--- config.mk ---
export PLATFORM = sky130hd
export DESIGN_NAME = sequence_generator
export DESIGN_NICKNAME = d
export VERILOG_FILES = /design/src/rtl/seqgen_pkg.sv /design/src/rtl/seqgen_width_counter.sv /design/src/rtl/sequence_generator.sv
export SDC_FILE = /design/constraint.sdc
export NUM_CORES = 1
export LEC_CHECK = 0
export ABC_CLOCK_PERIOD_IN_PS = 2300
export CORE_MARGIN = 4
export CORE_UTILIZATION = 33
export CTS_CLUSTER_DIAMETER = 150
export DETAILED_ROUTE_END_ITERATION = 12
export MAX_ROUTING_LAYER = met4
export SLEW_MARGIN = 40
export SYNTH_ARGS = -nofsm -noshare
export SYNTH_HDL_FRONTEND = slang
export SYNTH_SLANG_ARGS = --single-unit
--- constraint.sdc ---
create_clock -name Clk -period 2.3 [get_ports Clk]
set_clock_uncertainty 0.15 [all_clocks]
set_input_delay 0.69 -clock Clk [delete_from_list [all_inputs] [get_ports Clk]]
set_output_delay 0.69 -clock Clk [all_outputs]
set_load 0.01 [all_outputs]
--- src/rtl/seqgen_pkg.sv ---
// Shared types for the NVRAM memory-cycle sequencer: FSM state encodings
// (also driven onto SeqState) and the latched operation type.
package seqgen_pkg;

  typedef enum logic [1:0] {
    IDLE   = 2'b00,
    SETUP  = 2'b01,
    ACTIVE = 2'b10,
    DONE   = 2'b11
  } seqStateT;

  typedef enum logic {
    OP_READ  = 1'b0,
    OP_WRITE = 1'b1
  } seqOpT;

  localparam int CNT_W = 3;

endpackage

--- src/rtl/seqgen_width_counter.sv ---
// Strobe-width counter: loads a width, counts down to zero and holds there,
// flagging zero for the sequencer FSM.
module seqgen_width_counter
  import seqgen_pkg::*;
(
  input  logic             Clk,
  input  logic             Reset,
  input  logic             load,
  input  logic             dec,
  input  logic [CNT_W-1:0] loadVal,
  output logic [CNT_W-1:0] count,
  output logic             isZero
);

  always_ff @(posedge Clk) begin
    if (Reset) begin
      count <= '0;
    end else if (load) begin
      count <= loadVal;
    end else if (dec && (count != '0)) begin
      count <= count - 1'b1;
    end
  end

  assign isZero = (count == '0);

endmodule

--- src/rtl/sequence_generator.sv ---
// NVRAM memory-cycle sequencer driving active-low /CE, /WE, /OE in a
// setup -> strobe -> recovery pattern. Optional macro: SEQGEN_EXTEND_EN.
module sequence_generator
  import seqgen_pkg::*;
(
  input  logic       Clk,
  input  logic       Reset,
  input  logic [2:0] Delay,
  input  logic       Extend,
  input  logic       StartCycle,
  input  logic       ReadSeq,
  input  logic       WriteSeq,
  output logic       CE,
  output logic       WE,
  output logic       OE,
  output logic [1:0] SeqState
);

  seqStateT   state, nextState;
  seqOpT      op, nextOp;
  logic       loadCnt, decCnt;
  logic       cntZero;
  logic       extendEff;
  logic [2:0] cnt;
  logic       ceNext, weNext, oeNext;

`ifdef SEQGEN_EXTEND_EN
  assign extendEff = Extend;
`else
  assign extendEff = Extend & 1'b0;
`endif

  seqgen_width_counter uWidthCounter (
    .Clk     (Clk),
    .Reset   (Reset),
    .load    (loadCnt),
    .dec     (decCnt),
    .loadVal (Delay),
    .count   (cnt),
    .isZero  (cntZero)
  );

  always_comb begin
    nextState = state;
    nextOp    = op;
    loadCnt   = 1'b0;
    decCnt    = 1'b0;
    unique case (state)
      IDLE: begin
        if (StartCycle && (ReadSeq || WriteSeq)) begin
          nextState = SETUP;
          nextOp    = ReadSeq ? OP_READ : OP_WRITE;
        end
      end
      SETUP: begin
        loadCnt   = 1'b1;
        nextState = ACTIVE;
      end
      ACTIVE: begin
        if (cntZero && !extendEff) nextState = DONE;
        else                       decCnt    = 1'b1;
      end
      DONE: begin
        if (!StartCycle) nextState = IDLE;
      end
      default: nextState = IDLE;
    endcase
  end

  // Strobes are decoded from the next state so they register on the same edge
  // as the state change; this keeps both strobes off whenever CE is high.
  always_comb begin
    ceNext = !((nextState == SETUP) || (nextState == ACTIVE));
    oeNext = !((nextState == ACTIVE) && (nextOp == OP_READ));
    weNext = !((nextState == ACTIVE) && (nextOp == OP_WRITE));
  end

  always_ff @(posedge Clk) begin
    if (Reset) begin
      state <= IDLE;
      op    <= OP_READ;
      CE    <= 1'b1;
      WE    <= 1'b1;
      OE    <= 1'b1;
    end else begin
      state <= nextState;
      op    <= nextOp;
      CE    <= ceNext;
      WE    <= weNext;
      OE    <= oeNext;
    end
  end

  assign SeqState = state;

endmodule

==> flow_summary_export.csv <==
group,metric,value,unit
logic_synthesis,synth_area_per_cell,9.109,sq um
clocking,cts.clk_slew.worst_paths,0.07,ns
sta,tightest_slew,0.4467,ns
critical_path,crit_chain,"clkdlybuf4s50_1, o21ai_0, o21ai_0, nand2_1, ha_1, or2_2",
worst_hold_path,min_delay_worst_endpoint,"OE",
critical_path,critPathMaxFanout,2,
clocking,root_buffer,"clkbuf_4",
floorplanning,die_area,0.002039,sq mm
clocking,cts_resized,0,
global_route,track_usage,10.81,%
critical_path,path_common_cell,"o21ai_0",
sta,maxSlewHeadroom,70.12,%
pwr,leakagePower,0.2590,nW
floorplanning,initial_core_util,35.00,%
global_route,grt_pass1_vias,360,
final_layout,nFillCells,143,
sta,setup_viol,0,
sta,max_freq,479.2,MHz
logic_synthesis,syn_inst,50,
run_status,status,"finished clean",
job,maxCapViolations,0,
worst_hold_path,holdCritPathClass,"register to register",
floorplanning,rows,13,
global_route,grt_pass1_wl,1566,um
critical_path,worstPathRequired,2.29,ns
pwr,power_density,834.0,mW/mm^2
place,dp_hpwl,642.8,um
final_layout,areaGrowthSynthToFinish,40.93,%
final_layout,layout.cells.non_filler,83,
sta,period_share,90.73,%
sta,final.min_clock_period,2.087,ns
global_route,antenna_found_initial,0,
final_layout,multi_input_area,254.0,sq um
clocking,clock_path_buffers,2,
worst_hold_path,worstHoldStart,"op",
critical_path,cp_slowest_stage_delay,0.48,ns
worst_hold_path,whs_path_depth,2,
critical_path,critical_path.startpoint_type,"input pin",
critical_path,crit_family,"buffers and inverters",
critical_path,r2r_slack,0.41,ns
clocking,cts_setup_buffers,0,
critical_path,worstSetupPathType,"input pin to register",
sta,hold-worst-slack,0.3877,ns
final_layout,seqCellArea,180.2,sq um
logic_synthesis,yosysWarningCount,0,
logic_synthesis,seq_area_frac_synth,39.56,%
global_route,grt_max_degree,15,
critical_path,rr_endpoint,"WE",
sta,finalHoldViolCount,0,
final_layout,drive_gt1_share,14.71,%
place,gp_congestion,0.7260,
clocking,cts_made_buffers,3,
place,portBuffers,12,
logic_synthesis,synth_cell_types,22,
global_route,gr-total-overflow,0,
place,dp.cells,79,
place,dp_slack,-0.06122,ns
clocking,ctsHoldBuffers,0,
route,first_pass_iters,4,
final_layout,insertedDiodeCount,0,
pwr,irDropWorstVdd,0.4233,mV
route,via_count,404,
floorplanning,coreArea,0.001301,sq mm
clocking,htree_levels,1,
route,avgRoutedWirePerCell,10.30,um
critical_path,path_buf_inv,1,
place,placed_cell_area,614.3,sq um
final_layout,stdcell_area,641.9,sq um
floorplanning,die_h,45.15,um
sta,finalSetupTns,0,ns
critical_path,r2r.worst_path.cells,8,
clocking,clock-sinks,9,
sta,rsz0062_at_grt,"false",
route,route.antenna.remaining_nets,0,
route,wl,855,um
critical_path,end_kind,"register",
route,drc,0,
critical_path,worstPathArrival,2.08,ns
route,routed_via_density,4.867,
sta,drv_slew,0,
final_layout,nets,81,
clocking,worstSkewPairLatency,0.25,ns
floorplanning,die_x,45.15,um
floorplanning,ioPinCount,14,
logic_synthesis,ys_seq_elements,9,
sta,setup_slack,0.2132,ns
route,drtIter0Drc,7,
logic_synthesis,synth_fp_nets,62,
critical_path,slowest_stage,"clkdlybuf4s50_1",
critical_path,r2r-start,"uWidthCounter.count[0]",
logic_synthesis,syn_area,455.4,sq um
clocking,tritoncts,"done",
==> area by class of cell <==
type	count	share of cell area (%)
inverter	3	1.754
sequential	9	28.07
clock buffer	3	3.509
clock inverter	1	0.7797
multi-input combinational	36	39.57
timing repair buffer	16	23.39
tap	15	2.924
==> worst reg2reg max path: cells and delay by family, from the launching register on <==
kind / cells / cell delay, ns
fa+ha+maj: 3 / 0.56
simple gates: 2 / 0.43
compound gates: 2 / 0.25
flops: 1 / 0.33
buf+inv: 1 / 0.07
==> where the power goes <==
part	leakage, nW	internal, mW	switching (mW)
logic	0.167	0.115	0.102
clock network	0.0177	0.0641	0.0566
registers	0.0742	0.186	0.0113
==> how the worst max path moves through the flow <==
stage / startpoint / to / cells after the start
final: StartCycle / CE / 6
after global routing: StartCycle / CE / 6
after CTS: StartCycle / CE / 6
after detailed placement: StartCycle / CE / 6
after global placement: StartCycle / CE / 6
after floorplan: WriteSeq / CE / 5
==> placed cells by master (no fill, tap or decap), drive strengths merged <==
cell / Yosys / routed
nor2b: 1 / 1
nand3b: 1 / 1
mux2i: 3 / 3
xnor2: 1 / 1
o21a: 2 / 2
a22o: 1 / 1
a21oi: 3 / 3
ha: 3 / 3
dfxtp: 9 / 9
clkdlybuf4s50: 0 / 12
clkinv: 0 / 1
buf: 2 / 4
inv: 3 / 3
nor3b: 1 / 1
o21ai: 2 / 2
a2111oi: 1 / 1
nand2: 5 / 5
and3b: 1 / 1
o32ai: 1 / 1
or3b: 1 / 1
or2: 1 / 1
nor2: 5 / 5
clkbuf: 0 / 3
and4bb: 1 / 1
nor3: 2 / 2
==> registers in the layout, summed over array words and instances, names as in the netlist <==
name,flops
CE,1
SeqState,2
op,1
uWidthCounter.count,3
OE,1
WE,1
==> Yosys cell counts <==
| master | count | area, sq um |
|---|---|---|
| xnor2_1 | 1 | 8.760 |
| a22o_1 | 1 | 8.760 |
| or2_2 | 1 | 6.260 |
| inv_1 | 3 | 11.26 |
| buf_2 | 2 | 10.01 |
| and4bb_1 | 1 | 12.51 |
| and3b_1 | 1 | 8.760 |
| nand3b_1 | 1 | 7.510 |
| nor3_1 | 2 | 10.01 |
| o32ai_1 | 1 | 8.760 |
| ha_1 | 3 | 37.54 |
| o21a_1 | 2 | 15.01 |
| o21ai_0 | 2 | 10.01 |
| mux2i_1 | 3 | 30.03 |
| a21oi_1 | 3 | 15.01 |
| or3b_1 | 1 | 8.760 |
| dfxtp_1 | 9 | 180.2 |
| nor2_1 | 5 | 18.77 |
| nor2b_1 | 1 | 6.260 |
| nand2_1 | 5 | 18.77 |
| a2111oi_2 | 1 | 15.01 |
| nor3b_1 | 1 | 7.510 |
==> cells by family (layout without fill, tap and decap cells) <==
group / count (synthesis) / in the layout / synth area share [%]
AOI/OAI and AO/OA: 10 / 10 / 15.93
xor gates and xnor gates: 1 / 1 / 1.923
adders and majority gates: 3 / 3 / 8.243
buffers and inverters: 5 / 23 / 4.670
DFF: 9 / 9 / 39.56
muxes: 3 / 3 / 6.594
and+or+nand+nor: 19 / 19 / 23.08
==> routing by layer <==
metal	global-route usage [%]	part of all wire, %	up-vias
met2	14.12	44	8
met5	-	0	-
li1	-	-	212
met3	2.390	3.0	2
met1	15.35	52	182
met4	5.263	1.1	0
==> through the flow <==
stage,power [mW],utilization [%]
after CTS,0.5462,49.33
after global placement,0.4165,47.21
final,0.5353,49.33
after global routing,0.5852,49.33
after floorplan,0.3438,-
after detailed placement,0.4202,47.21
Power figures use the tool's default switching activity.
